File: src/rtl/bitwise_gate_unit.sv
// Registered bitwise gate with an optional multi-beat accumulation mode.
// A valid/ready handshake sits on both sides; one result register feeds the consumer.
module bitwise_gate_unit #(
  parameter int unsigned WIDTH = 8,
  parameter int unsigned CNT_W = 8
) (
  input  logic             clk,
  input  logic             rst,
  input  logic             in_valid,
  output logic             in_ready,
  input  logic [WIDTH-1:0] a,
  input  logic [WIDTH-1:0] b,
  input  logic [2:0]       op,
  input  logic             acc_mode,
  input  logic             last,
  output logic             out_valid,
  input  logic             out_ready,
  output logic [WIDTH-1:0] y,
  output logic             y_all,
  output logic             y_any,
  output logic [CNT_W-1:0] beats
);

  localparam logic [CNT_W-1:0] CntMax = {CNT_W{1'b1}};
  localparam logic [CNT_W-1:0] CntOne = CNT_W'(1);

  typedef enum logic [0:0] {StIdle, StAcc} state_e;

  state_e           state_q, state_d;
  logic [WIDTH-1:0] acc_q, acc_d;
  logic [CNT_W-1:0] cnt_q, cnt_d;
  logic [2:0]       op_q, op_d;
  logic [WIDTH-1:0] y_q, y_d;
  logic             y_all_q, y_all_d;
  logic             y_any_q, y_any_d;
  logic [CNT_W-1:0] beats_q, beats_d;
  logic             out_valid_q, out_valid_d;

  logic             accept;
  logic             load;
  logic [WIDTH-1:0] res_new;
  logic [WIDTH-1:0] res_acc;
  logic [CNT_W-1:0] cnt_inc;

  function automatic logic [WIDTH-1:0] gate_fn(input logic [2:0]       sel,
                                               input logic [WIDTH-1:0] x,
                                               input logic [WIDTH-1:0] z);
    logic [WIDTH-1:0] r;
    unique case (sel)
      3'd0: r = x & z;
      3'd1: r = x | z;
      3'd2: r = x ^ z;
      3'd3: r = ~(x & z);
      3'd4: r = ~(x | z);
      3'd5: r = ~(x ^ z);
      3'd6: r = ~x;
      3'd7: r = x;
    endcase
    return r;
  endfunction

  assign in_ready = !out_valid_q || out_ready;
  assign accept   = in_valid && in_ready;

  // Fresh operation uses the live op; accumulation folds a into acc with the latched op.
  assign res_new = gate_fn(op, a, b);
  assign res_acc = gate_fn(op_q, acc_q, a);
  assign cnt_inc = (cnt_q == CntMax) ? cnt_q : cnt_q + CntOne;

  always_comb begin
    state_d = state_q;
    acc_d   = acc_q;
    cnt_d   = cnt_q;
    op_d    = op_q;
    y_d     = y_q;
    beats_d = beats_q;
    load    = 1'b0;

    unique case (state_q)
      StIdle: begin
        if (accept) begin
          if (!acc_mode || last) begin
            load    = 1'b1;
            y_d     = res_new;
            beats_d = CntOne;
          end else begin
            op_d    = op;
            acc_d   = res_new;
            cnt_d   = CntOne;
            state_d = StAcc;
          end
        end
      end
      StAcc: begin
        if (accept) begin
          if (last) begin
            load    = 1'b1;
            y_d     = res_acc;
            beats_d = cnt_inc;
            state_d = StIdle;
          end else begin
            acc_d = res_acc;
            cnt_d = cnt_inc;
          end
        end
      end
      default: state_d = StIdle;
    endcase

    // Flags follow the value entering y so they can never disagree with it.
    y_all_d = load ? (&y_d) : y_all_q;
    y_any_d = load ? (|y_d) : y_any_q;

    // A new load beats the consumer's take, giving one result per cycle.
    out_valid_d = out_valid_q;
    if (load) begin
      out_valid_d = 1'b1;
    end else if (out_ready) begin
      out_valid_d = 1'b0;
    end
  end

  always_ff @(posedge clk or posedge rst) begin
    if (rst) begin
      state_q     <= StIdle;
      acc_q       <= '0;
      cnt_q       <= '0;
      op_q        <= '0;
      y_q         <= '0;
      y_all_q     <= 1'b0;
      y_any_q     <= 1'b0;
      beats_q     <= '0;
      out_valid_q <= 1'b0;
    end else begin
      state_q     <= state_d;
      acc_q       <= acc_d;
      cnt_q       <= cnt_d;
      op_q        <= op_d;
      y_q         <= y_d;
      y_all_q     <= y_all_d;
      y_any_q     <= y_any_d;
      beats_q     <= beats_d;
      out_valid_q <= out_valid_d;
    end
  end

  assign y         = y_q;
  assign y_all     = y_all_q;
  assign y_any     = y_any_q;
  assign beats     = beats_q;
  assign out_valid = out_valid_q;

endmodule

File: config.mk
export PLATFORM = sky130hd
export DESIGN_NAME = bitwise_gate_unit
export DESIGN_NICKNAME = d
export VERILOG_FILES = /design/src/rtl/bitwise_gate_unit.sv
export SDC_FILE = /design/constraint.sdc
export NUM_CORES = 1
export LEC_CHECK = 0
export ABC_AREA = 0
export CAP_MARGIN = 15
export CORE_MARGIN = 5
export CORE_UTILIZATION = 35
export DETAILED_ROUTE_END_ITERATION = 12
export PLACE_DENSITY = 0.57
export SLEW_MARGIN = 20
export SYNTH_ARGS = -nofsm -noshare
export SYNTH_HDL_FRONTEND = slang
export SYNTH_SLANG_ARGS = --single-unit
File: constraint.sdc
create_clock -name clk -period 2.3 [get_ports clk]
set_input_delay 0.46 -clock clk [delete_from_list [all_inputs] [get_ports clk]]
set_output_delay 0.46 -clock clk [all_outputs]
set_load 0.02 [all_outputs]
==> out/qor_table.md, run 1 <==
| Item | This run | Unit |
|:---|:---|:---|
| Type of element launching the critical path | flip-flop | - |
| CTS Buffer Depth | 2 | - |
| Hold Path Sink | beats[3] | - |
| Post-synthesis async set-or-reset flop share | 100 | % |
| Average wire length per cell after detail routing | 15.9 | um |
| CTS H-tree lvls | 2 | - |
| Worst VDD drop | 352 | uV |
| Detail-routed via count per cell | 5.38 | - |
| Commonest non-fill, non-tap cell in the layout | buf_4 | - |
| Total wire length after detailed routing | 11.2 | mm |
| Ports placed on the boundary | 45 | - |
| Number of optimization iterations in the first detailed-route pass | 5 | - |
| Worst Hold Depth | 2 | - |
| NumNets Final | 623 | - |
| Die width | 112 | um |
| Clock tree from TritonCTS | done | - |
| Hold bufs inserted after CTS | 0 | - |
| Cell area after synthesis | 3670 | sq um |
| Top library cells by usage in the layout, fill and taps aside | buf_4 (88), nand2_1 (42), dfrtp_1 (39), nor2_1 (32), o21ai_0 (25) | - |
| Least setup slack across all paths after layout | -0.0522 | ns |
| Sequential element share of the synthesized area | 26.6 | % |
| Die area | 12600 | sq um |
| Placer congestion estimate | 0.889 | - |
| First-pass GRT wire length | 18.5 | mm |
| Via Count | 3775 | - |
| Cell area after layout | 5400 | sq um |
| Crit path max fanout | 3 | - |
| Slew at the pin with the worst max-slew slack | 0.535 | ns |
| Fin Clk Skew | 0.00974 | ns |
| Number of register bits inferred by synthesis | 39 | - |
| Violation count after the first detailed-route iteration | 211 | - |
| Launch instance of the worst min-delay path | beats[3] | - |
| Top area cells in the synthesized netlist | dfrtp_1 (27%), ha_1 (11%), mux2i_1 (4.9%) | - |
| Arrival time of data at the critical path endpoint | 2.54 | ns |
| ANT nets after route | 0 | - |
| Cell type with the largest total area after synthesis | dfrtp_1 | - |
| Crit path time final | 2.35 | ns |
| Vias in the first global route | 3811 | - |
| Per-instance average area after synthesis | 8.26 | sq um |
| Core region area | 10300 | sq um |
| Number of diodes added for antenna fixing | 0 | - |
| Max Clk Rate | 425 | MHz |
| Final count of pins violating max slew | 0 | - |
| Number of antenna violations at the first check in global routing | 0 | - |
| DIE HEIGHT | 112 | um |
| Dpl cell area | 4840 | sq um |
| Required time worst endpoint | 2.48 | ns |
| Final setup violation count | 2 | - |
| Number of distinct standard cells referenced by the synthesized netlist | 68 | - |
| Total CTS buffers | 5 | - |
| DR DRC count | 0 | - |
| Share of final-layout standard cells stronger than drive strength 1 | 35.3 | % |
| Power density over cell area | 784 | nW/um^2 |
| Row Count | 37 | - |
| Detailed Place HPWL | 8.23 | mm |
| Clock slew at the register clock pins of the worst setup and hold paths | 0.08 | ns |
| Destination of the worst register-to-register timing path | y_any | - |
| Leakage power figure | 2.46 | nW |
| Setup_tns | -0.0717 | ns |
| Max_cap viols | 0 | - |
| Number of cells on the worst reg-to-reg path | 8 | - |
| Max_slew headroom | 64.4 | % |
| Gate Count Post-Synth | 444 | - |
| Total power consumption of the routed design | 4.23 | mW |
| Area growth from synthesis to layout | 47.1 | % |
| Cell at the root of the clock tree | clkbuf_8 | - |
| Violations in the final reports | negative setup slack | - |
| # clock sinks | 39 | - |
| Minimum setup slack among reg-to-reg paths | -0.05 | ns |
| Class of the worst hold path | reg2reg | - |
| Setup repair after global routing missed its margin | true | - |
| Final hold slack | 0.487 | ns |
| Most frequently used flop master after synthesis | dfrtp_1 | - |
| Clock latency reported for the late side of the worst-skew pair | 0.30 | ns |
| Starting utilization of the core area | 35.7 | % |
| Outcome | finished with violations | - |
| CP endpoint kind | flip-flop | - |
| Reg-to-Reg Start | acc_q[0] | - |
| Aggregate global-route resource usage | 17.8 | % |
| Number of synthesis warnings | 0 | - |
| Port bufs | 44 | - |
| Global route total overflow | 0 | - |
| Top cell type's share of synthesized area | 26.6 | % |
| Post-route fraction of the period consumed by the critical path | 102 | % |
| Number of synthesized flops with an enable pin | 0 | - |
| Pin count of the biggest net entering global routing | 40 | - |
| Setup Crit Path Kind | reg2reg | - |
| Final number of hold-violating endpoints | 0 | - |
| Net count of the mapped netlist | 502 | - |
| Pre-CTS setup slack | -0.961 | ns |
-- stage by stage --
stage / std cells / util [%]
2_1_floorplan: 444 / -
3_3_place_gp: 680 / 47.1
3_5_place_dp: 680 / 47.1
4_1_cts: 698 / 50.8
5_1_grt: 702 / 52.5
6_report: 702 / 52.5
-- cells by family (layout without fill, tap and decap cells) --
kind of cell	after synthesis	in the layout	synth area share, %
buffers and inverters	64	186	7.71
XOR/XNOR	6	6	1.43
flip-flops	39	39	26.6
AO/OA/AOI/OAI	124	124	22.7
multiplexers	33	33	11.2
adder cells (fa/ha/maj)	33	33	11.3
AND/OR/NAND/NOR	145	145	19.2
-- critical path: stages, from the launching register on --
cell     delay [ns]
dfrtp_1        0.40
inv_2          0.09
ha_4           0.20
mux2_2         0.26
mux4_2         0.47
mux2i_1        0.15
a22o_1         0.22
nand3_1        0.10
o32a_1         0.34
-- power breakdown --
| part | internal [mW] | switching [mW] | total (mW) |
|---|---|---|---|
| registers | 0.885 | 0.199 | 1.08 |
| clock network | 0.211 | 0.271 | 0.483 |
| logic | 1.33 | 1.34 | 2.66 |
-- cell usage after synthesis (5+ instances only) --
cell,number
ha_1,33
a211oi_1,7
or3_1,5
buf_2,9
nand2_1,42
clkbuf_1,11
o21ai_0,29
a21oi_1,31
o211a_1,5
nand2b_1,15
mux2i_1,18
nor2b_1,8
dfrtp_1,39
mux4_2,5
nor3_1,8
mux2_2,8
inv_1,35
a31oi_1,6
buf_4,5
nor2_1,32
nand3_1,18
-- flip-flops by register name (all words and copies together) (netlist names) --
| signal | count |
|---|---|
| beats | 8 |
| y_any | 1 |
| y_all | 1 |
| cnt_q | 8 |
| op_q | 3 |
| y | 8 |
| acc_q | 8 |
| out_valid | 1 |
| state_q | 1 |
-- metal layers --
layer	global-route usage, %	vias up	share of wire [%]
li1	-	1837	-
met1	23.6	1825	45
met2	30.6	91	49
met3	2.43	22	3.5
met4	4.81	0	2.3
met5	0	-	0
-- layout make-up --
| type | instances | area [sq um] |
|---|---|---|
| clock inverters | 3 | 20.0 |
| well taps | 136 | 170 |
| multi-input cells | 341 | 2770 |
| flip-flops and latches | 39 | 976 |
| inverters | 37 | 156 |
| clock buffers | 5 | 68.8 |
| repair buffers | 141 | 1230 |
| fillers | 968 | 4880 |
-- how the worst max path moves through the flow --
| stage | slack (ns) | startpoint | to | cells past startpoint |
|---|---|---|---|---|
| 2_1_floorplan | -0.18 | op[1] | y_any | 8 |
| 5_1_grt | -0.1 | b[2] | y_all | 10 |
| 3_3_place_gp | -0.91 | a[5] | y_any | 10 |
| 3_5_place_dp | -0.96 | a[5] | y_any | 10 |
| 4_1_cts | -0.06 | op[1] | y_any | 10 |
| 6_report | -0.05 | acc_q[0] | y_any | 8 |
-- what timing repair did --
item	4_1_cts	5_1_grt
setup endpoints to repair	5	2
buffers inserted	9	5
pin swaps	39	19
resized for setup	99	42
cloned	1	0
(Power assumes the default switching activity.)
==> run 2: changes to the inputs <==
--- a/config.mk
+++ b/config.mk
@@ -11,7 +11,6 @@
 export CORE_UTILIZATION = 35
 export DETAILED_ROUTE_END_ITERATION = 12
 export PLACE_DENSITY = 0.57
-export SLEW_MARGIN = 20
 export SYNTH_ARGS = -nofsm -noshare
 export SYNTH_HDL_FRONTEND = slang
 export SYNTH_SLANG_ARGS = --single-unit
==> results of run 2 <==
No change in the layout: final DEF, timing and power equal those of run 1.
